==> config.mk <==
export PLATFORM = sky130hd
export DESIGN_NAME = uart_alu_core
export DESIGN_NICKNAME = d
export VERILOG_FILES = /design/src/rtl/uart_alu_pkg.sv /design/src/rtl/uart_alu_alu_core.sv /design/src/rtl/uart_alu_core.sv
export SDC_FILE = /design/constraint.sdc
export NUM_CORES = 1
export LEC_CHECK = 0
export ABC_AREA = 0
export CORE_ASPECT_RATIO = 2
export CORE_MARGIN = 2
export CORE_UTILIZATION = 60
export DETAILED_ROUTE_END_ITERATION = 8
export MAX_ROUTING_LAYER = met4
export PLACE_DENSITY = 0.89
export SLEW_MARGIN = 40
export SYNTH_ARGS = -nofsm -noshare
export SYNTH_HDL_FRONTEND = slang
export SYNTH_SLANG_ARGS = --single-unit
==> constraint.sdc <==
create_clock -name i_clk -period 7.8 [get_ports i_clk]
set_clock_uncertainty 0.1 [all_clocks]
set_input_delay 1.56 -clock i_clk [delete_from_list [all_inputs] [get_ports i_clk]]
set_output_delay 1.56 -clock i_clk [all_outputs]
set_load 0.03 [all_outputs]
==> src/rtl/uart_alu_pkg.sv <==
// Shared widths, ALU opcodes and state encodings for the UART command/response core.
package uart_alu_pkg;

    localparam int NB_DATA     = 8;
    localparam int NB_OPERADOR = 6;

    localparam logic [NB_OPERADOR-1:0] OP_ADD = 6'b100000;
    localparam logic [NB_OPERADOR-1:0] OP_SUB = 6'b100010;
    localparam logic [NB_OPERADOR-1:0] OP_AND = 6'b100100;
    localparam logic [NB_OPERADOR-1:0] OP_OR  = 6'b100101;
    localparam logic [NB_OPERADOR-1:0] OP_XOR = 6'b100110;
    localparam logic [NB_OPERADOR-1:0] OP_NOR = 6'b100111;
    localparam logic [NB_OPERADOR-1:0] OP_SRA = 6'b000011;
    localparam logic [NB_OPERADOR-1:0] OP_SRL = 6'b000010;

    // Which received byte the next rx_done edge delivers
    typedef enum logic [1:0] {
        GET_A  = 2'd0,
        GET_B  = 2'd1,
        GET_OP = 2'd2
    } rx_state_t;

    // Transmit handshake states
    typedef enum logic [1:0] {
        TX_IDLE  = 2'd0,
        TX_START = 2'd1,
        TX_WAIT  = 2'd2
    } tx_state_t;

endpackage

==> src/rtl/uart_alu_alu_core.sv <==
// Purely combinational 8-bit ALU; unknown opcodes yield zero.
module alu_core
    import uart_alu_pkg::*;
(
    input  logic [NB_DATA-1:0]     a,
    input  logic [NB_DATA-1:0]     b,
    input  logic [NB_OPERADOR-1:0] op,
    output logic [NB_DATA-1:0]     result
);

    // Opcode decode; shifts use only the low three bits of b
    always_comb begin
        result = '0;
        case (op)
            OP_ADD:  result = a + b;
            OP_SUB:  result = a - b;
            OP_AND:  result = a & b;
            OP_OR:   result = a | b;
            OP_XOR:  result = a ^ b;
            OP_NOR:  result = ~(a | b);
            OP_SRA:  result = $signed(a) >>> b[2:0];
            OP_SRL:  result = a >> b[2:0];
            default: result = '0;
        endcase
    end

endmodule

==> src/rtl/uart_alu_core.sv <==
// Assembles A, B and opcode bytes from the UART receiver, evaluates them and
// hands the result to the UART transmitter with a start/done handshake.
module uart_alu_core
    import uart_alu_pkg::*;
(
    input  logic               i_clk,
    input  logic               i_rst,
    input  logic [NB_DATA-1:0] i_rx_data,
    input  logic               i_rx_done,
    input  logic               i_tx_done,
    output logic [NB_DATA-1:0] o_tx_data,
    output logic               o_tx_start
);

    logic                   rx_done_prev;
    logic                   tx_done_prev;
    logic                   rx_edge;
    logic                   tx_edge;

    rx_state_t              rx_state;
    logic [NB_DATA-1:0]     opnd_a;
    logic [NB_DATA-1:0]     opnd_b;
    logic [NB_OPERADOR-1:0] opcode;
    logic                   alu_valid;

    logic [NB_DATA-1:0]     alu_out;
    logic [NB_DATA-1:0]     result;
    logic                   alu_done;

    tx_state_t              tx_state;
    logic                   pend_valid;
    logic [NB_DATA-1:0]     pend_data;

    assign rx_edge = i_rx_done & ~rx_done_prev;
    assign tx_edge = i_tx_done & ~tx_done_prev;

    // Previous values of the done flags, so held levels count only once
    always_ff @(posedge i_clk or posedge i_rst) begin
        if (i_rst) begin
            rx_done_prev <= 1'b0;
            tx_done_prev <= 1'b0;
        end else begin
            rx_done_prev <= i_rx_done;
            tx_done_prev <= i_tx_done;
        end
    end

    // Byte assembler: A, then B, then opcode which fires the ALU
    always_ff @(posedge i_clk or posedge i_rst) begin
        if (i_rst) begin
            rx_state  <= GET_A;
            opnd_a    <= '0;
            opnd_b    <= '0;
            opcode    <= '0;
            alu_valid <= 1'b0;
        end else begin
            alu_valid <= 1'b0;
            if (rx_edge) begin
                case (rx_state)
                    GET_A: begin
                        opnd_a   <= i_rx_data;
                        rx_state <= GET_B;
                    end
                    GET_B: begin
                        opnd_b   <= i_rx_data;
                        rx_state <= GET_OP;
                    end
                    GET_OP: begin
                        opcode    <= i_rx_data[NB_OPERADOR-1:0];
                        alu_valid <= 1'b1;
                        rx_state  <= GET_A;
                    end
                    default: rx_state <= GET_A;
                endcase
            end
        end
    end

    alu_core u_alu (
        .a      (opnd_a),
        .b      (opnd_b),
        .op     (opcode),
        .result (alu_out)
    );

    // Result register, held until the next evaluation; done pulses alongside
    always_ff @(posedge i_clk or posedge i_rst) begin
        if (i_rst) begin
            result   <= '0;
            alu_done <= 1'b0;
        end else begin
            alu_done <= alu_valid;
            if (alu_valid) begin
                result <= alu_out;
            end
        end
    end

    // Transmit handshake with a one-entry pending buffer (newest result wins)
    always_ff @(posedge i_clk or posedge i_rst) begin
        if (i_rst) begin
            tx_state   <= TX_IDLE;
            o_tx_data  <= '0;
            o_tx_start <= 1'b0;
            pend_valid <= 1'b0;
            pend_data  <= '0;
        end else begin
            case (tx_state)
                TX_IDLE: begin
                    o_tx_start <= 1'b0;
                    if (alu_done) begin
                        o_tx_data  <= result;
                        pend_valid <= 1'b0;
                        tx_state   <= TX_START;
                    end else if (pend_valid) begin
                        o_tx_data  <= pend_data;
                        pend_valid <= 1'b0;
                        tx_state   <= TX_START;
                    end
                end
                TX_START: begin
                    o_tx_start <= 1'b1;
                    tx_state   <= TX_WAIT;
                    if (alu_done) begin
                        pend_valid <= 1'b1;
                        pend_data  <= result;
                    end
                end
                TX_WAIT: begin
                    o_tx_start <= 1'b0;
                    if (tx_edge) begin
                        tx_state <= TX_IDLE;
                    end
                    if (alu_done) begin
                        pend_valid <= 1'b1;
                        pend_data  <= result;
                    end
                end
                default: begin
                    o_tx_start <= 1'b0;
                    tx_state   <= TX_IDLE;
                end
            endcase
        end
    end

endmodule

# ---- Word level (Yosys, flattened, before mapping)
# Cells that the tools add are included.
dict set report word_totals {
  ff_bits 56
  in_bits 12
  output_inout_bits 9
  word_cells 66
}
dict set report op_classes {
  n_addsub 2
  eq_ne 15
  shift 2
  muxes 13
  bitwise_logic 8
  n_reduce_logical 12
}
# cell n
set op_table {}
lappend op_table {{case mux 8 bit (8 select lines)} 1}
lappend op_table {{== test 6 bit, second input constant} 6}
lappend op_table {{2-to-1 mux 8 bit} 2}
lappend op_table {{AND reduction 2 bit} 7}
lappend op_table {{== test 6 x 2 -> 1 bit, second input constant} 2}
lappend op_table {{adder 8 bit} 1}
lappend op_table {{AND 8 bit} 1}
lappend op_table {{inverter 8 bit} 1}
lappend op_table {{OR 8 bit} 1}
lappend op_table {{>> shifter 8 x 3 -> 8 bit} 1}
lappend op_table {{>>> shifter 8 x 3 -> 8 bit} 1}
lappend op_table {{subtractor 8 bit} 1}
lappend op_table {{bitwise XOR 8 bit} 1}
lappend op_table {{2-to-1 mux 2 bit} 3}
lappend op_table {{case mux 2 bit (3 select lines)} 1}
lappend op_table {{== test 2 x 1 -> 1 bit, second input constant} 2}
lappend op_table {{== test 2 bit, second input constant} 2}
lappend op_table {{zero test 2 bit} 2}
lappend op_table {{2-to-1 mux 1 bit} 4}
lappend op_table {{case mux 2 bit (2 select lines)} 1}
lappend op_table {{nonzero test 2 bit} 2}
lappend op_table {{inequality test 3 bit, second input constant} 1}
lappend op_table {{AND 1 bit} 2}
lappend op_table {{inequality test 2 x 1 -> 1 bit, second input constant} 1}
lappend op_table {{other kinds (4)} 5}

# ---- Longest topological paths before layout
# Gate-level depths: netlist of the first run.
dict set report depth {
  word_depth 4
  depth_mapped 11
  mapped_depth_nobuf 10
}

# ---- By module
# A second synthesis of the first run with hierarchy kept.
dict set report unflattened {
  cells_unflattened 339
  area_unflattened_um2 3559.7
}
# mod instances cells_each area_per_inst_um2 seq_area_each_um2
set modules_own_cells {}
lappend modules_own_cells {uart_alu_core 1 157 2254.7 1401.3}
lappend modules_own_cells {alu_core 1 182 1305.0 0.0}

# ---- Worst setup path before layout of the first run
# No wires, ideal clock.
dict set report synth_timing {
  path_kind {register -> register}
  start {register opcode[3]}
  end {register result[6]}
  setup_time_ns 0.087
  arrival_time_ns 2.794
  required_ns 7.613
  path_slack_ns 4.819
  stages_incl_launch_ff 11
  path_buffers 0
  period_less_slack_ns 2.981
  cell_sequence {dfrtp_1 -> or4b_4 -> nor2_1 -> nor2_1 -> xnor2_1 -> ha_1 -> nor2b_1 -> o31a_1 -> o21a_1 -> or4_1 -> o211ai_1}
}
dict set report synth_between {
  elab_chain_len 2
  elab_cells_between_ends 9
  classes_between {8 x eq/ne; 1 x mux}
}
# item line_no
set synth_rtl {}
lappend synth_rtl {{from (decl)} uart_alu_core.sv:23} ;# logic [NB_OPERADOR-1:0] opcode;
lappend synth_rtl {{from (signal assigned)} uart_alu_core.sv:69} ;# opcode <= i_rx_data[NB_OPERADOR-1:0];
lappend synth_rtl {{== test 6 x 2 -> 1 bit / == test 6 bit (equally long branches)} uart_alu_alu_core.sv:14} ;# case (op)
lappend synth_rtl {{case mux 8 bit (8 select lines) (*)} uart_alu_alu_core.sv:14}
lappend synth_rtl {{to (signal assigned)} uart_alu_core.sv:94} ;# result <= alu_out;
lappend synth_rtl {{to (decl)} uart_alu_core.sv:27} ;# logic [NB_DATA-1:0] result;
# Mark *: on every way between the ends. The rest lies on a longest branch, timed or not.
# A chain may end at the register's enable or synchronous reset.

# ---- Worst setup path in the final report of the first run
dict set report layout_timing {
  start {register opcode[3]}
  end {register result[5]}
}
# The elaborated chain is that of the path after synthesis.

==> results.toml, run 1 <==
[drt]
first_pass_iters = 4
viasPerCell = 6.23
dr_wl_met2_mm = 4.21
routedWlPerCell_um = 17.7
top_layer_used = "met4"
drcViolationCount = 0
vias = 2624
wl_met3_um = 247
drt-initial-drc-count = 108
met1_length_mm = 2.55
drt_wl_total_mm = 7.44
ant_nets = 0

[run]
drv_cap = 0

[sta]
relSlewSlack = 0.514
fin_tns_setup_ps = 0
fin_crit_ps = 3200
final-hold-violation-count = 0
finalMaxSlewViolations = 0
rsz0062_at_grt = "false"
worst_pin_slew_ps = 728
setup_viol = 0
whs_ps = 377
max_freq_ghz = 0.312
post-route-period-util = 0.411

[synthesis]
synth_edf_count = 0
async_flop_share = 1.00
avgSynthCellArea_um2 = 10.0
yosysTopAreaCell = "dfrtp_1"
yosysWarnings = 0
yosysMostFrequentCell = "dfrtp_1"
syn_nets = 385
synth_commonest_cells = "dfrtp_1, o21ai_0, nand2_1, ha_1"
synth_area_leaders = "dfrtp_1, ha_1, mux2_2"
yosysSeqAreaShare = 0.405
synth_top_area_frac = 0.405
synthFlopType = "dfrtp_1"
postSynthCellCount = 345
ys_types = 54
synth-seq-cells = 56
netlist_area_mm2 = 0.00346

[power_and_ir_drop]
finalPower_uw = 1730
worst_ir_drop_vdd_uv = 362
intPower_uw = 969
clock_power_share = 0.131
power_frac_comb = 0.522
switchingPower_uw = 766
p_leak_uw = 0.00166
p_per_area_mw_per_mm2 = 453
seqPwrFrac = 0.347
p_sw_frac = 0.442

[grt]
overflow = 0
grtUsageTotal = 0.260
grt_first_pass_wirelength_mm = 12.6
grt_pass1_vias = 2647
grt_start_max_net_pins = 57
antenna_found_initial = 0

[critical_path]
worst_ep_required_time_ps = 7890
arrival_ps = 3300
cp_cell_sequence = "or4b_4, nor2_1, mux2_2, inv_1, ha_1, nor2_1, a211oi_1, o21a_1, o31ai_1, o32a_1"
crit_slowest_cell = "or4b_4"
reg2reg_depth = 10
cp_top_family = "compound AO/OA/AOI/OAI gates"
crit_path_start_kind = "flop"
regToRegSetupSlack_ps = 4600
endpoint_kind = "flop"
rr_endpoint = "result[5]$_DFFE_PP0P_"
crit_fanout = 6
path_buf_inv = 1
r2r-start = "opcode[3]$_DFFE_PP0P_"
slowest_delay_ps = 560
crit_type = "reg -> reg"
path_common_cell = "nor2_1"

[hold_path]
holdPathStages = 2
holdCritStartpoint = "o_tx_data[1]$_DFFE_PP0P_"
hp-class = "reg -> reg"
min_to = "o_tx_data[1]$_DFFE_PP0P_"

[clock_network]
postCtsSetupRepairBufs = 0
cts_hold_buffers = 0
cts_buffers = 5
cts.sinks = 56
cts_tree = "yes"
path_clk_slew_ps = 80
cts_htree_levels = 2
cts_resized = 0
clk_latency_ps = 300
cts_buffer_depth = 2
cts-root-buf = "clkbuf_16"

[floorplanning]
initial_core_util = 0.612
rows = 39
io_pins = 21
die_w_um = 57.7
die_y_um = 111
core_mm2 = 0.00566
die_area_mm2 = 0.00643

[placed_design]
dp_hpwl_mm = 5.64
post_dp_cell_area_mm2 = 0.00368
port_buffers = 20
gp_congestion = 0.962

[cells_and_area]
final_util = 0.677
syn_to_final_growth_pct = 10.7
stdcell_area_mm2 = 0.00383
diodes = 0
layout.nets = 399
layout-drive-gt1-share = 0.114

[status]
status = "finished clean"
[flip-flops by register name (all words and copies together), names as in the netlist, 2 cells and up]
register and count:
opnd_a 8, opcode 6, result 8, pend_data 8
opnd_b 8, tx_state 2, o_tx_data 8, rx_state 2
[power by group through the flow]
| stage | logic, uW | registers (uW) | clock network [uW] |
|---|---|---|---|
| detailed placement | 897 | 603 | 0 |
| CTS | 905 | 598 | 231 |
| floorplan | 725 | 543 | 0 |
| finish | 905 | 602 | 227 |
| global placement | 868 | 594 | 0 |
| global route | 1010 | 623 | 239 |
[worst reg2reg max path, stage by stage (launching register included)]
cell and delay (ps):
dfrtp_1 400, or4b_4 560, nor2_1 320, mux2_2 410, inv_1 60, ha_1 130
nor2_1 50, a211oi_1 460, o21a_1 210, o31ai_1 70, o32a_1 310
[how the worst max path moves through the flow]
stage / startpoint / to / cells after the start
finish: opcode[3]$_DFFE_PP0P_ / result[5]$_DFFE_PP0P_ / 10
global route: opnd_b[0]$_DFFE_PP0P_ / result[5]$_DFFE_PP0P_ / 10
CTS: opcode[1]$_DFFE_PP0P_ / result[5]$_DFFE_PP0P_ / 10
detailed placement: opcode[1]$_DFFE_PP0P_ / result[5]$_DFFE_PP0P_ / 10
global placement: i_rx_done / opcode[2]$_DFFE_PP0P_ / 4
floorplan: i_rst / alu_done$_DFF_PP0_ / 1
[routing by layer]
| metal | global-route usage | vias to the layer above |
|---|---|---|
| li1 | - | 1257 |
| met1 | 0.253 | 1259 |
| met2 | 0.458 | 73 |
| met3 | 0.0441 | 35 |
| met4 | 0.160 | 0 |
| met5 | - | - |
[cell type report]
type | count | area [um^2]
Clock inverter | 3 | 23.8
Fill cell | 439 | 1830
Timing Repair Buffer | 23 | 223
Tap cell | 61 | 76.3
Sequential cell | 56 | 1400
Multi-Input combinational cell | 251 | 1900
Inverter | 22 | 82.6
Clock buffer | 5 | 125
[per-stage QoR]
step | instances | setup WS [ps]
3_3_place_gp | 413 | 4520
6_report | 421 | 4600
5_1_grt | 421 | 4380
3_5_place_dp | 413 | 4420
2_1_floorplan | 345 | 4770
4_1_cts | 421 | 4430
[layout by cell type (no fill, tap or decap), types with 2 or more instances in the layout]
cell type and n:
o221ai_1 4, o21a_1 4, nor2_1 21, clkbuf_16 5, nand2b_1 5, clkinvlp_4 2, nand2_1 32, mux2_2 18
buf_4 3, xnor2_1 14, o22a_1 2, a21oi_1 12, o21ai_0 34, nor3_1 8, xor2_1 3, mux4_2 5
nor2b_1 4, a211oi_1 6, o211ai_1 3, inv_1 20, dfrtp_1 55, a22oi_1 10, mux2i_1 8, o31ai_1 2
a21o_1 3, clkdlybuf4s50_1 20, ha_1 27, o41ai_1 2
[logic make-up (layout without fill, tap and decap cells)]
group,Yosys count,in the layout,share of synthesized area
AO/OA/AOI/OAI,94,94,0.176
AND/OR/NAND/NOR,81,81,0.112
multiplexers,31,31,0.114
flip-flops,56,56,0.405
adder cells (fa/ha/maj),28,28,0.103
XOR/XNOR,17,17,0.0430
buffers and inverters,38,53,0.0470
No activity file was read; power rests on OpenSTA's default activity.
==> inputs of run 2 (changes only) <==
==> constraint.sdc (replaced) <==
create_clock -name i_clk -period 3.4 [get_ports i_clk]
set_clock_uncertainty 0.1 [all_clocks]
set_input_delay 0.68 -clock i_clk [delete_from_list [all_inputs] [get_ports i_clk]]
set_output_delay 0.68 -clock i_clk [all_outputs]
set_load 0.03 [all_outputs]
==> run 2 against run 1 <==
  * Combinational power grew to 2.6 times the previous value
  * Worst hold slack worse by 4.1 ps
  * Sequential share of layout area is 0.49 points lower
  * Non-clock buffer count is 8 higher
  * Core utilization is 0.86 points higher
  * Register-to-register slack worse by 4400 ps
  * First-iteration DRC count is 2.8% higher
  * Power is 130% higher
  * Maximum frequency is 0.96% higher
  * Critical endpoint is now result[6]$_DFFE_PP0P_
==> results.toml, run 2 (same netlist as run 1, synthesis figures left out) <==
[grt]
antenna_found_initial = 0
grt_first_pass_wirelength_mm = 12.9
grtUsageTotal = 0.268
grt_pass1_vias = 2800
overflow = 0
grt_start_max_net_pins = 33

[floorplanning]
die_area_mm2 = 0.00643
core_mm2 = 0.00566
die_y_um = 111
initial_core_util = 0.612
rows = 39
die_w_um = 57.7
io_pins = 21

[clock_network]
cts_tree = "yes"
cts_resized = 0
cts.sinks = 56
clk_latency_ps = 290
cts_htree_levels = 2
cts_buffers = 5
path_clk_slew_ps = 60
cts_hold_buffers = 0
cts-root-buf = "clkbuf_16"
postCtsSetupRepairBufs = 0
cts_buffer_depth = 2

[critical_path]
crit_fanout = 6
crit_type = "reg -> reg"
endpoint_kind = "flop"
worst_ep_required_time_ps = 3510
reg2reg_depth = 10
arrival_ps = 3280
r2r-start = "opcode[3]$_DFFE_PP0P_"
crit_start = "opcode[3]$_DFFE_PP0P_"
rr_endpoint = "result[6]$_DFFE_PP0P_"
crit_path_start_kind = "flop"
regToRegSetupSlack_ps = 230
cp-endpoint = "result[6]$_DFFE_PP0P_"

[drt]
vias = 2693
ant_nets = 0
drt_wl_total_mm = 7.54
viasPerCell = 6.29
first_pass_iters = 4
drt-initial-drc-count = 111
drcViolationCount = 0
routedWlPerCell_um = 17.6

[placed_design]
port_buffers = 20
gp_congestion = 0.938
dp_slack_ps = 197
dp_hpwl_mm = 5.87

[power_and_ir_drop]
worst_ir_drop_vdd_uv = 725
p_leak_uw = 0.00170
p_per_area_mw_per_mm2 = 1040

[sta]
worst_pin_slew_ps = 620
fin_crit_ps = 3170
fin_tns_setup_ps = 0
setup_viol = 0
rsz0062_at_grt = "false"
fin_ws_ps = 226
finalMaxSlewViolations = 0
relSlewSlack = 0.585
final-hold-violation-count = 0
post-route-period-util = 0.934
max_freq_ghz = 0.315

[hold_path]
hp-class = "reg -> reg"

[cells_and_area]
final_cell_mix = "dfrtp_1, o21ai_0, nand2_1"
layout.nets = 407
syn_to_final_growth_pct = 12.1
diodes = 0
layout-drive-gt1-share = 0.128
mostFrequentLayoutCell = "dfrtp_1"

[status]
status = "finished clean"

[run]
drv_cap = 0
run 2: changes by cell type in the layout (fill, tap and decap cells not counted), sizes merged:
| cell | delta |
|---|---|
| buf | +8 |
| clkbuf | +1 |
| clkinvlp | -2 |
run 2: stage by stage:
stage                     total power [uW]  std cells  area, um^2  hold WS [ps]  utilization
after floorplan                       2910        345        3460           255            -
after global placement                3420        421        3740           360        0.661
after CTS                             4020        428        3880           384        0.685
after global routing                  4390        428        3880           415        0.686
final                                 4040        428        3880           373        0.686
after detailed placement              3510        421        3740           369        0.661
run 2: final cells by class:
class                           count  area [um^2]
Clock buffer                        6          129
Clock inverter                      1         5.00
Fill cell                         433         1780
Inverter                           22         82.6
Multi-Input combinational cell    251         1900
Sequential cell                    56         1400
Tap cell                           61         76.3
Timing Repair Buffer               31          283
run 2: power breakdown:
group	switching (uW)	total (uW)	internal [uW]
clock	215	483	268
sequential	300	1250	946
combinational	1240	2310	1070
run 2: critical path, stage by stage (launching register included):
cell and delay, ps:
dfrtp_1 400, or4b_4 570, nor2_1 330, nor2_1 100, xnor2_1 140, ha_1 310
nor2b_1 150, o31a_1 260, o21a_1 180, or4_1 460, o211ai_1 90
run 2: worst min-delay path by stage:
stage                     depth (start not counted)                     start                       end
after CTS                                         2  o_tx_data[0]$_DFFE_PP0P_  o_tx_data[0]$_DFFE_PP0P_
after detailed placement                          2  o_tx_data[0]$_DFFE_PP0P_  o_tx_data[0]$_DFFE_PP0P_
after global placement                            2  o_tx_data[3]$_DFFE_PP0P_  o_tx_data[3]$_DFFE_PP0P_
final                                             2  o_tx_data[0]$_DFFE_PP0P_  o_tx_data[0]$_DFFE_PP0P_
after floorplan                                   0       alu_valid$_DFF_PP0_        alu_done$_DFF_PP0_
after global routing                              1  pend_data[7]$_DFFE_PP0P_  pend_data[7]$_DFFE_PP0P_
run 2: metal layers:
metal | part of all wire | global-route usage
met5 | 0 | -
met4 | 0.050 | 0.157
met3 | 0.034 | 0.0360
met2 | 0.58 | 0.487
met1 | 0.34 | 0.253
==> inputs of run 3 (changes only) <==
--- a/config.mk
+++ b/config.mk
@@ -9,6 +9,7 @@
 export CORE_ASPECT_RATIO = 2
 export CORE_MARGIN = 2
 export CORE_UTILIZATION = 60
+export CTS_CLUSTER_DIAMETER = 60
 export DETAILED_ROUTE_END_ITERATION = 8
 export MAX_ROUTING_LAYER = met4
 export PLACE_DENSITY = 0.89
==> results of run 3 <==
Final layout, timing and power as in run 2 (identical DEF).
